### src/rtl/sw_input_conditioner_pkg.sv
// Shared defaults and sizing helpers for the switch input conditioner.
package sw_input_conditioner_pkg;

  localparam int unsigned DEF_WIDTH        = 4;
  localparam int unsigned DEF_TICK_DIV     = 11;
  localparam int unsigned DEF_STABLE_TICKS = 3;

  // Width of a counter holding 0..n-1; never narrower than one bit.
  function automatic int unsigned cnt_width(input int unsigned n);
    return (n <= 2) ? 1 : $clog2(n);
  endfunction

endpackage

### src/rtl/sw_debounce_bit.sv
// One switch bit: 2-flop synchroniser, tick-driven stability counter, edge pulses.
module sw_debounce_bit
  import sw_input_conditioner_pkg::*;
#(
  parameter int unsigned STABLE_TICKS = DEF_STABLE_TICKS
) (
  input  logic clk,
  input  logic rst_n,
  input  logic tick,
  input  logic sw,
  output logic clean,
  output logic rise,
  output logic fall,
  output logic upd
);

  localparam int unsigned CNT_W = cnt_width(STABLE_TICKS);
  localparam logic [CNT_W-1:0] LAST = CNT_W'(STABLE_TICKS - 1);

  logic             sw_meta;
  logic             sw_sync;
  logic [CNT_W-1:0] stab_cnt;

  // High on the clk edge at which clean takes the synchronised value.
  assign upd = tick && (sw_sync != clean) && (stab_cnt == LAST);

  always_ff @(posedge clk or negedge rst_n) begin
    if (!rst_n) begin
      sw_meta  <= 1'b0;
      sw_sync  <= 1'b0;
      stab_cnt <= '0;
      clean    <= 1'b0;
      rise     <= 1'b0;
      fall     <= 1'b0;
    end else begin
      sw_meta <= sw;
      sw_sync <= sw_meta;
      rise    <= upd & sw_sync;
      fall    <= upd & ~sw_sync;
      if (tick) begin
        if (sw_sync == clean) begin
          stab_cnt <= '0;
        end else if (stab_cnt == LAST) begin
          clean    <= sw_sync;
          stab_cnt <= '0;
        end else begin
          stab_cnt <= stab_cnt + CNT_W'(1);
        end
      end
    end
  end

endmodule

### src/rtl/sw_input_conditioner.sv
// Debounced switch vector with edge pulses and a coalescing valid/ready change-event channel.
module sw_input_conditioner
  import sw_input_conditioner_pkg::*;
#(
  parameter int unsigned WIDTH        = DEF_WIDTH,
  parameter int unsigned TICK_DIV     = DEF_TICK_DIV,
  parameter int unsigned STABLE_TICKS = DEF_STABLE_TICKS
) (
  input  logic             clk,
  input  logic             rst_n,
  input  logic [WIDTH-1:0] sw,
  output logic [WIDTH-1:0] sw_clean,
  output logic [WIDTH-1:0] sw_rise,
  output logic [WIDTH-1:0] sw_fall,
  output logic             all_off,
  output logic             evt_valid,
  output logic [WIDTH-1:0] evt_data,
  output logic             evt_overrun,
  input  logic             evt_ready
);

  localparam int unsigned TC_W = cnt_width(TICK_DIV);

  logic [TC_W-1:0]  tick_cnt;
  logic             tick;
  logic [WIDTH-1:0] upd;
  logic             change;
  logic             accept;

  assign tick = (tick_cnt == TC_W'(TICK_DIV - 1));

  always_ff @(posedge clk or negedge rst_n) begin
    if (!rst_n) begin
      tick_cnt <= '0;
    end else if (tick) begin
      tick_cnt <= '0;
    end else begin
      tick_cnt <= tick_cnt + TC_W'(1);
    end
  end

  for (genvar b = 0; b < WIDTH; b++) begin : g_bit
    sw_debounce_bit #(
      .STABLE_TICKS(STABLE_TICKS)
    ) u_bit (
      .clk   (clk),
      .rst_n (rst_n),
      .tick  (tick),
      .sw    (sw[b]),
      .clean (sw_clean[b]),
      .rise  (sw_rise[b]),
      .fall  (sw_fall[b]),
      .upd   (upd[b])
    );
  end

  assign all_off = ~|sw_clean;
  assign change  = |upd;
  assign accept  = evt_valid & evt_ready;

  // A change landing on an unaccepted event replaces its data and flags the loss.
  always_ff @(posedge clk or negedge rst_n) begin
    if (!rst_n) begin
      evt_valid   <= 1'b0;
      evt_data    <= '0;
      evt_overrun <= 1'b0;
    end else if (change) begin
      evt_valid   <= 1'b1;
      evt_data    <= sw_clean ^ upd;
      evt_overrun <= evt_valid & ~evt_ready;
    end else if (accept) begin
      evt_valid   <= 1'b0;
      evt_overrun <= 1'b0;
    end
  end

endmodule

### config.mk
export PLATFORM = sky130hd
export DESIGN_NAME = sw_input_conditioner
export DESIGN_NICKNAME = d
export VERILOG_FILES = /design/src/rtl/sw_input_conditioner_pkg.sv /design/src/rtl/sw_debounce_bit.sv /design/src/rtl/sw_input_conditioner.sv
export SDC_FILE = /design/constraint.sdc
export NUM_CORES = 1
export LEC_CHECK = 0
export ABC_AREA = 1
export CORE_ASPECT_RATIO = 1.1
export CORE_MARGIN = 3
export CORE_UTILIZATION = 45
export DETAILED_ROUTE_END_ITERATION = 8
export GPL_ROUTABILITY_DRIVEN = 0
export PLACE_DENSITY = 0.71
export SYNTH_ARGS = -nofsm -noshare
export SYNTH_HDL_FRONTEND = slang
export SYNTH_HIERARCHICAL = 1
export SYNTH_SLANG_ARGS = --single-unit
export TNS_END_PERCENT = 10
### constraint.sdc
create_clock -name clk -period 6 [get_ports clk]
set_input_delay 1.2 -clock clk [delete_from_list [all_inputs] [get_ports clk]]
set_output_delay 1.2 -clock clk [all_outputs]
set_load 0.02 [all_outputs]
==> qor.yml, run 1 <==
floorplan:
  die_area_mm2: 0.00436
  num_rows: 22
  initial_utilization_pct: 47.9
  core_area_mm2: 0.00339
  die_w_um: 63.3
  ios: 26
  dieHeight_um: 69.0
pwr:
  clockPowerShare_pct: 27.8
  p_int_mw: 0.325
  p_seq_share_pct: 63.4
  p_switching_mw: 0.106
  vdd_drop_max_uv: 98.4
  total_power_mw: 0.432
  pwr-share-comb_pct: 8.9
  p_per_area_mw_per_mm2: 218
  leakage_nw: 1.03
  switching_share_pct: 24.7
route:
  wl_per_cell_um: 10.1
  first_iter_violations: 85
  drtPass1Iterations: 4
  drt_wl_total_um: 2760
  drc: 0
  viasPerCell: 4.64
  via_count: 1262
  ant_nets: 0
worst_setup_path:
  critPathArrivalTime_ns: 1.67
  path_class: "reg -> out"
  rr_worst_depth: 10
  worst_r2r_endpoint: "evt_data[1]"
  r2r-start: "tick_cnt[2]"
  reg2reg_slack_ns: 4.11
  crit_path_start_kind: "flop"
  path_max_fanout: 5
  cp.required_ns: 4.80
  end_kind: "output pin"
place:
  dp_hpwl_um: 1960
  dp_slack_ns: 3.51
  io_buffers: 25
sta:
  fin_tns_setup_ns: 0
  finalSetupViolations: 0
  relSlewSlack_pct: 45.7
  rsz0062_at_grt: "no"
  tightestPinTransition_ns: 0.814
  fin_ws_ns: 3.13
  final_max_slew_viol_count: 0
  fin_worst_skew_ns: 0.00606
  hold_violations: 0
  post-route-min-period_ns: 2.87
  fin_crit_sh_pct: 47.8
  fmax_ghz: 0.349
global_routing:
  grt_max_degree: 39
  antenna_found_initial: 0
  grt_pass1_wl_um: 4660
  grt_use_total_pct: 14.2
  grt_pass1_vias: 1102
  grt.overflow.total: 0
synth:
  synthTopCellsByArea: "dfrtp_1 (59%), nand2_1 (12%), inv_1 (8.1%), nand3_1 (6.5%), nor2_1 (4.4%)"
  yosysSeqAreaShare_pct: 58.6
  synth_cells: 191
  yosysUniqueCellTypes: 15
  synth_top_area_share_pct: 58.6
  avgSynthCellArea_um2: 8.50
  ys_ff_latch: 38
  syn-cell-area_mm2: 0.00162
  synth_nets: 198
  synth.largest_area_cell: "dfrtp_1"
  yosysWarnings: 6
finish:
  num-nets-final: 231
  drive_above_1_share_pct: 4.46
  synthToLayoutAreaGrowth_pct: 22.1
  fin_util_pct: 58.5
  num_antenna_cells: 0
clock_tree:
  cts_made_buffers: 5
  path_clk_slew_ns: 0.10
  cts_root_buf: "clkbuf_4"
  cts_setup_buffers: 0
  clock-sinks: 38
  cts_resized: 0
  cts_tree: "built"
  hold_buffers: 0
  insertion_delay_ns: 0.34
  h-tree-depth: 2
  cts_max_path_buffers: 2
job:
  drv_cap: 0
hold_path:
  hold_depth: 0
  hold_path.startpoint: "g_bit[0].u_bit/sw_meta"
  min_to: "g_bit[0].u_bit/sw_sync"
  hold_class: "reg -> reg"
status:
  status: "completed"
## metal layers
layer	GRT usage, %	part of all wire [%]	up-vias	routed length [µm]
met1	16.3	46	576	1280
met4	7.28	2.0	0	55
met2	24.0	47	23	1290
li1	-	-	657	-
met5	0	0	-	0
met3	4.86	4.9	6	134
## synth_stat cells
cell type / count
a21oi_1: 4
dfrtp_1: 38
inv_1: 35
nand2_1: 53
nand2_4: 1
nand3_1: 21
nand4_1: 5
nor2_1: 19
nor2_4: 2
nor3_1: 5
o21ai_0: 1
o21ai_1: 1
o21bai_1: 4
or2_1: 1
xor2_1: 1
## how the worst max path moves through the flow
| stage | from | end | slack, ns | cells past startpoint |
|---|---|---|---|---|
| CTS | g_bit[1].u_bit/clean | all_off | 3.11 | 4 |
| finish | g_bit[1].u_bit/clean | all_off | 3.13 | 4 |
| global route | g_bit[1].u_bit/clean | all_off | 3.02 | 4 |
| global placement | g_bit[2].u_bit/clean | all_off | 3.52 | 4 |
| detailed placement | g_bit[1].u_bit/clean | all_off | 3.51 | 4 |
| floorplan | g_bit[1].u_bit/clean | all_off | 3.73 | 3 |
## through the flow
| stage | cells | instance area, µm² | hold WS, ns |
|---|---|---|---|
| 2_1_floorplan | 191 | 1620 | 0.331 |
| 3_3_place_gp | 265 | 1940 | 0.332 |
| 3_5_place_dp | 265 | 1940 | 0.335 |
| 4_1_cts | 272 | 1980 | 0.352 |
| 5_1_grt | 272 | 1980 | 0.370 |
| 6_report | 272 | 1980 | 0.353 |
## cells in the final DEF, fill, tap and decap left out
cell / netlist / final
nand2_1: 53 / 53
dfrtp_1: 38 / 38
inv_1: 35 / 35
clkdlybuf4s50_1: 0 / 24
nand3_1: 21 / 21
nor2_1: 19 / 19
nor3_1: 5 / 5
nand4_1: 5 / 5
clkbuf_4: 0 / 5
a21oi_1: 4 / 4
o21bai_1: 4 / 4
nor2_4: 2 / 2
clkbuf_1: 0 / 2
xor2_1: 1 / 1
o21ai_0: 1 / 1
nand2_4: 1 / 1
or2_1: 1 / 1
o21ai_1: 1 / 1
buf_2: 0 / 1
buf_4: 0 / 1
## cell families (layout without fill, tap and decap cells)
logic type | Yosys count | count (layout) | share of synthesized area [%]
and+or+nand+nor | 107 | 107 | 29.1
xor gates and xnor gates | 1 | 1 | 0.540
DFF | 38 | 38 | 58.6
buffers and inverters | 35 | 68 | 8.10
AOI/OAI and AO/OA | 10 | 10 | 3.70
## state kept, by name, summed over array words and instances (netlist names)
register and cells:
g_bit.u_bit/stab_cnt 8, evt_data 4, g_bit.u_bit/clean 4, g_bit.u_bit/fall 4, g_bit.u_bit/rise 4, g_bit.u_bit/sw_meta 4, g_bit.u_bit/sw_sync 4, tick_cnt 4
evt_overrun 1, evt_valid 1
## power groups by stage
stage	registers (mW)	clock network, mW	logic, mW
3_5_place_dp	0.279	0	0.0386
4_1_cts	0.273	0.127	0.0388
2_1_floorplan	0.280	0	0.0177
5_1_grt	0.275	0.138	0.0434
3_3_place_gp	0.278	0	0.0382
6_report	0.273	0.120	0.0382
## layout make-up
type | instances | area, µm²
Fill cell | 314 | 1410
Sequential cell | 38 | 951
Multi-Input combinational cell | 118 | 541
Timing Repair Buffer | 26 | 253
Inverter | 35 | 131
Tap cell | 48 | 60.1
Clock buffer | 7 | 45.0
## critical path, stage by stage, from the launching register on
cell,delay [ns]
dfrtp_1,0.43
inv_1,0.09
nand2_1,0.07
nor3_1,0.12
clkdlybuf4s50_1,0.62
(Power assumes the default switching activity.)
==> run 2, diff against run 1 <==
==> constraint.sdc (replaced) <==
create_clock -name clk -period 2.8 [get_ports clk]
set_input_delay 0.56 -clock clk [delete_from_list [all_inputs] [get_ports clk]]
set_output_delay 0.56 -clock clk [all_outputs]
set_load 0.02 [all_outputs]
==> run 2 against run 1 <==
Global-route usage fell by 0.28 points; combinational power is 110% higher; non-clock buffer count stayed put; largest power group unchanged; critical path type unchanged; clock power up 110%; clock skew grew 0.0074 ns; largest cell class unchanged.
==> qor.yml, run 2 (synthesis gave the netlist of run 1 again) <==
status:
  status: "completed"
route:
  met2_length_um: 1150
  top_layer: "met4"
  first_iter_violations: 66
  wl_per_cell_um: 9.60
  ant_nets: 0
  drc: 0
  viasPerCell: 4.54
  via_count: 1235
  wl_met1_um: 1260
  drtPass1Iterations: 4
  drt_wl_total_um: 2610
  met3_length_um: 144
global_routing:
  grt_max_degree: 39
  grt_use_total_pct: 13.9
  grt_pass1_wl_um: 4540
  grt_pass1_vias: 1048
  antenna_found_initial: 0
  grt.overflow.total: 0
clock_tree:
  clock-sinks: 38
  cts_tree: "built"
  cts_setup_buffers: 0
  path_clk_slew_ns: 0.11
  cts_max_path_buffers: 2
  cts_root_buf: "clkbuf_4"
  hold_buffers: 0
  cts_resized: 0
  insertion_delay_ns: 0.34
  h-tree-depth: 2
  cts_made_buffers: 5
worst_setup_path:
  crit_path_start_kind: "flop"
  r2r-start: "tick_cnt[2]"
  cp.required_ns: 2.24
  end_kind: "output pin"
  cpPeakStageDelay_ns: 0.63
  startpoint: "g_bit[2].u_bit/clean"
  worst-path-buf-inv: 2
  rr_worst_depth: 10
  reg2reg_slack_ns: 0.94
  crit_family: "buffers and inverters"
  cp_cell_sequence: "inv_1 -> nand2_1 -> nor3_1 -> clkdlybuf4s50_1"
  critPathArrivalTime_ns: 1.65
  path_max_fanout: 5
  worst_r2r_endpoint: "evt_data[2]"
  path_class: "reg -> out"
  critPathSlowestCell: "clkdlybuf4s50_1"
pwr:
  p_int_mw: 0.697
  p_switching_mw: 0.225
  switching_share_pct: 24.4
  pwr-share-comb_pct: 8.8
  p_per_area_mw_per_mm2: 465
  leakage_nw: 1.03
  total_power_mw: 0.922
  clockPowerShare_pct: 27.6
  vdd_drop_max_uv: 280
  p_seq_share_pct: 63.6
hold_path:
  hold_class: "in -> async"
floorplan:
  core_area_mm2: 0.00339
  ios: 26
  initial_utilization_pct: 47.9
  dieHeight_um: 69.0
  die_area_mm2: 0.00436
  die_w_um: 63.3
  num_rows: 22
place:
  dp_slack_ns: 0.943
  io_buffers: 25
  dp_cells: 265
  placed_area_mm2: 0.00194
  dp_hpwl_um: 1900
sta:
  rsz0062_at_grt: "no"
  post-route-min-period_ns: 2.21
  fin_ws_ns: 0.588
  fin_tns_setup_ns: 0
  final_max_slew_viol_count: 0
  hold_violations: 0
  fmax_ghz: 0.452
  fin_crit_sh_pct: 79.0
  fin_worst_skew_ns: 0.0135
  finalSetupViolations: 0
  relSlewSlack_pct: 46.5
  tightestPinTransition_ns: 0.803
  holdWs_ns: 0.296
finish:
  top_register: "g_bit.u_bit/stab_cnt"
  final-instance-count-excl-fill: 272
  largest_reg_flops: 8
  num_antenna_cells: 0
  num-nets-final: 231
  fin_area_mm2: 0.00198
  num-fill-cells: 320
  fin_util_pct: 58.5
  final_cell_mix: "nand2_1 (53), dfrtp_1 (38), inv_1 (35)"
  mostFrequentLayoutCell: "nand2_1"
  synthToLayoutAreaGrowth_pct: 22.1
  drive_above_1_share_pct: 4.46
job:
  drv_cap: 0
## run 2: cell counts in the layout (fill, tap and decap cells not counted)
No cell type changed its count.
## run 2: per-layer routing
layer	GRT usage, %	up-vias
met3	5.83	6
li1	-	666
met4	7.28	0
met1	17.2	544
met5	0	-
met2	21.1	19
## run 2: worst max path at each step
stage | to | slack, ns | depth (start not counted)
2_1_floorplan | evt_data[0] | 0.68 | 10
3_3_place_gp | all_off | 0.96 | 4
3_5_place_dp | all_off | 0.94 | 4
4_1_cts | all_off | 0.56 | 4
5_1_grt | all_off | 0.51 | 4
6_report | all_off | 0.59 | 4
## run 2: final cells by class
cell class	instances	area, µm²	share of cell area (%)
inverters	35	131	6.63
flip-flops and latches	38	951	48.0
well taps	48	60.1	3.03
clock buffers	7	45.0	2.27
multi-input cells	118	541	27.3
repair buffers	26	253	12.8
## run 2: power by group through the flow
| stage | Clock, mW | Sequential [mW] | Combinational (mW) |
|---|---|---|---|
| 2_1_floorplan | 0 | 0.600 | 0.0379 |
| 3_3_place_gp | 0 | 0.596 | 0.0818 |
| 3_5_place_dp | 0 | 0.597 | 0.0828 |
| 4_1_cts | 0.269 | 0.586 | 0.0832 |
| 5_1_grt | 0.292 | 0.590 | 0.0926 |
| 6_report | 0.254 | 0.586 | 0.0815 |
## run 2: worst register-to-register path: cells and delay by family, from the launching register on
| kind | cells | cell delay [ns] |
|---|---|---|
| and+or+nand+nor | 7 | 0.70 |
| AOI/OAI and AO/OA | 1 | 0.33 |
| buffers and inverters | 2 | 0.35 |
| DFF | 1 | 0.42 |
==> run 3, diff against run 2 <==
==> constraint.sdc (replaced) <==
create_clock -name clk -period 2.2 [get_ports clk]
set_input_delay 0.44 -clock clk [delete_from_list [all_inputs] [get_ports clk]]
set_output_delay 0.44 -clock clk [all_outputs]
set_load 0.02 [all_outputs]
==> run 3 against run 2 <==
Design area increased by 4.1%; utilization grew 2.4 points; cell count up 0.37%; largest cell class unchanged; clock skew shrank 0.0033 ns; critical endpoint is now sw_clean[0]; count of clock-buffer cells in the layout is 1 lower; global-route usage up 0.81 points; setup slack got worse by 0.28 ns; combinational power is 25% higher; non-clock buffer count unchanged; largest power group unchanged.
==> qor.yml, run 3 (synthesis gave the netlist of run 1 again) <==
route:
  via_count: 1283
  first_iter_violations: 69
  drt_wl_total_um: 2750
  drtPass1Iterations: 4
  ant_nets: 0
  drc: 0
  viasPerCell: 4.70
  wl_per_cell_um: 10.1
finish:
  top_register: "g_bit.u_bit/stab_cnt"
  largest_reg_flops: 8
  fin_util_pct: 60.9
  num-nets-final: 231
  synthToLayoutAreaGrowth_pct: 27.1
  drive_above_1_share_pct: 5.78
  num-fill-cells: 288
  num_antenna_cells: 0
  final_cell_mix: "nand2_1 (53), dfrtp_1 (38), inv_1 (35)"
  mostFrequentLayoutCell: "nand2_1"
sta:
  rsz0062_at_grt: "no"
  fin_crit_sh_pct: 85.9
  fin_tns_setup_ns: 0
  fmax_ghz: 0.529
  hold_violations: 0
  relSlewSlack_pct: 47.5
  final_max_slew_viol_count: 0
  post-route-min-period_ns: 1.89
  fin_worst_skew_ns: 0.0102
  finalSetupViolations: 0
  tightestPinTransition_ns: 0.787
worst_setup_path:
  cp_cell_sequence: "clkdlybuf4s50_1"
  critPathSlowestCell: "clkdlybuf4s50_1"
  cpPeakStageDelay_ns: 0.64
  startpoint: "g_bit[0].u_bit/clean"
  worst-path-buf-inv: 1
  crit_family: "buffers and inverters"
  crit_path_start_kind: "flop"
  path_class: "reg -> out"
  critPathArrivalTime_ns: 1.45
  path_max_fanout: 6
  cp.required_ns: 1.76
  end_kind: "output pin"
  r2r-start: "tick_cnt[2]"
floorplan:
  dieHeight_um: 69.0
  die_w_um: 63.3
  num_rows: 22
  initial_utilization_pct: 47.9
  core_area_mm2: 0.00339
  die_area_mm2: 0.00436
  ios: 26
clock_tree:
  cts_root_buf: "clkbuf_4"
  path_clk_slew_ns: 0.12
  cts_tree: "built"
  clock-sinks: 38
  cts_setup_buffers: 0
  h-tree-depth: 2
  cts_max_path_buffers: 2
  cts_made_buffers: 5
  insertion_delay_ns: 0.35
  hold_buffers: 0
hold_path:
  hold_class: "in -> async"
global_routing:
  grt_pass1_wl_um: 4820
  grt_max_degree: 39
  grt_pass1_vias: 1143
  antenna_found_initial: 0
  grt.overflow.total: 0
  grt_use_total_pct: 14.7
pwr:
  vdd_drop_max_uv: 386
  total_power_mw: 1.47
  p_per_area_mw_per_mm2: 711
  leakage_nw: 1.08
status:
  status: "completed"
job:
  drv_cap: 0
place:
  io_buffers: 25
  dp_hpwl_um: 1920
run 3: worst paths after layout:
kind / to / slack (ns) / cells after the start
max in group asynchronous: evt_data[1] / 1.54 / 1
worst min-delay path: g_bit[3].u_bit/sw_sync / 0.15 / 1
worst max register to register: evt_data[1] / 0.32 / 10
worst min register to register: g_bit[0].u_bit/sw_sync / 0.35 / 0
min in group clk: g_bit[0].u_bit/sw_sync / 0.35 / 0
worst max-delay path: sw_clean[0] / 0.31 / 1
run 3: power breakdown:
part | switching (mW) | total [mW] | internal (mW)
Combinational | 0.0584 | 0.102 | 0.0435
Clock | 0.232 | 0.617 | 0.385
Sequential | 0.0240 | 0.746 | 0.722
run 3: repair_timing:
item	4_1_cts	5_1_grt
resized for setup	0	1
endpoints found under the setup margin	0	1
hold endpoints to repair	0	0
run 3: final cells by class:
class | count | area [µm²] | share of cell area (%)
clock buffers | 6 | 51.3 | 2.49
clock inverters | 2 | 60.1 | 2.91
inverters | 35 | 131 | 6.37
multi-input cells | 118 | 541 | 26.2
flip-flops and latches | 38 | 951 | 46.1
well taps | 48 | 60.1 | 2.91
repair buffers | 26 | 268 | 13.0
run 3: routing by layer:
metal	wire length, µm	vias to the layer above	GRT usage, %
met4	58	0	7.55
met1	1250	586	17.4
met3	169	6	6.16
met5	0	-	0
met2	1270	31	23.5
li1	-	660	-
run 3: metrics by stage:
| stage | hold slack (ns) | cells | cell area (µm²) | setup WS (ns) |
|---|---|---|---|---|
| 2_1_floorplan | 0.144 | 191 | 1620 | 0.0795 |
| 3_3_place_gp | 0.333 | 265 | 1950 | 0.418 |
| 3_5_place_dp | 0.338 | 265 | 1950 | 0.360 |
| 4_1_cts | 0.183 | 273 | 2060 | 0.0360 |
| 5_1_grt | 0.197 | 273 | 2060 | 0.0707 |
| 6_report | 0.150 | 273 | 2060 | 0.310 |
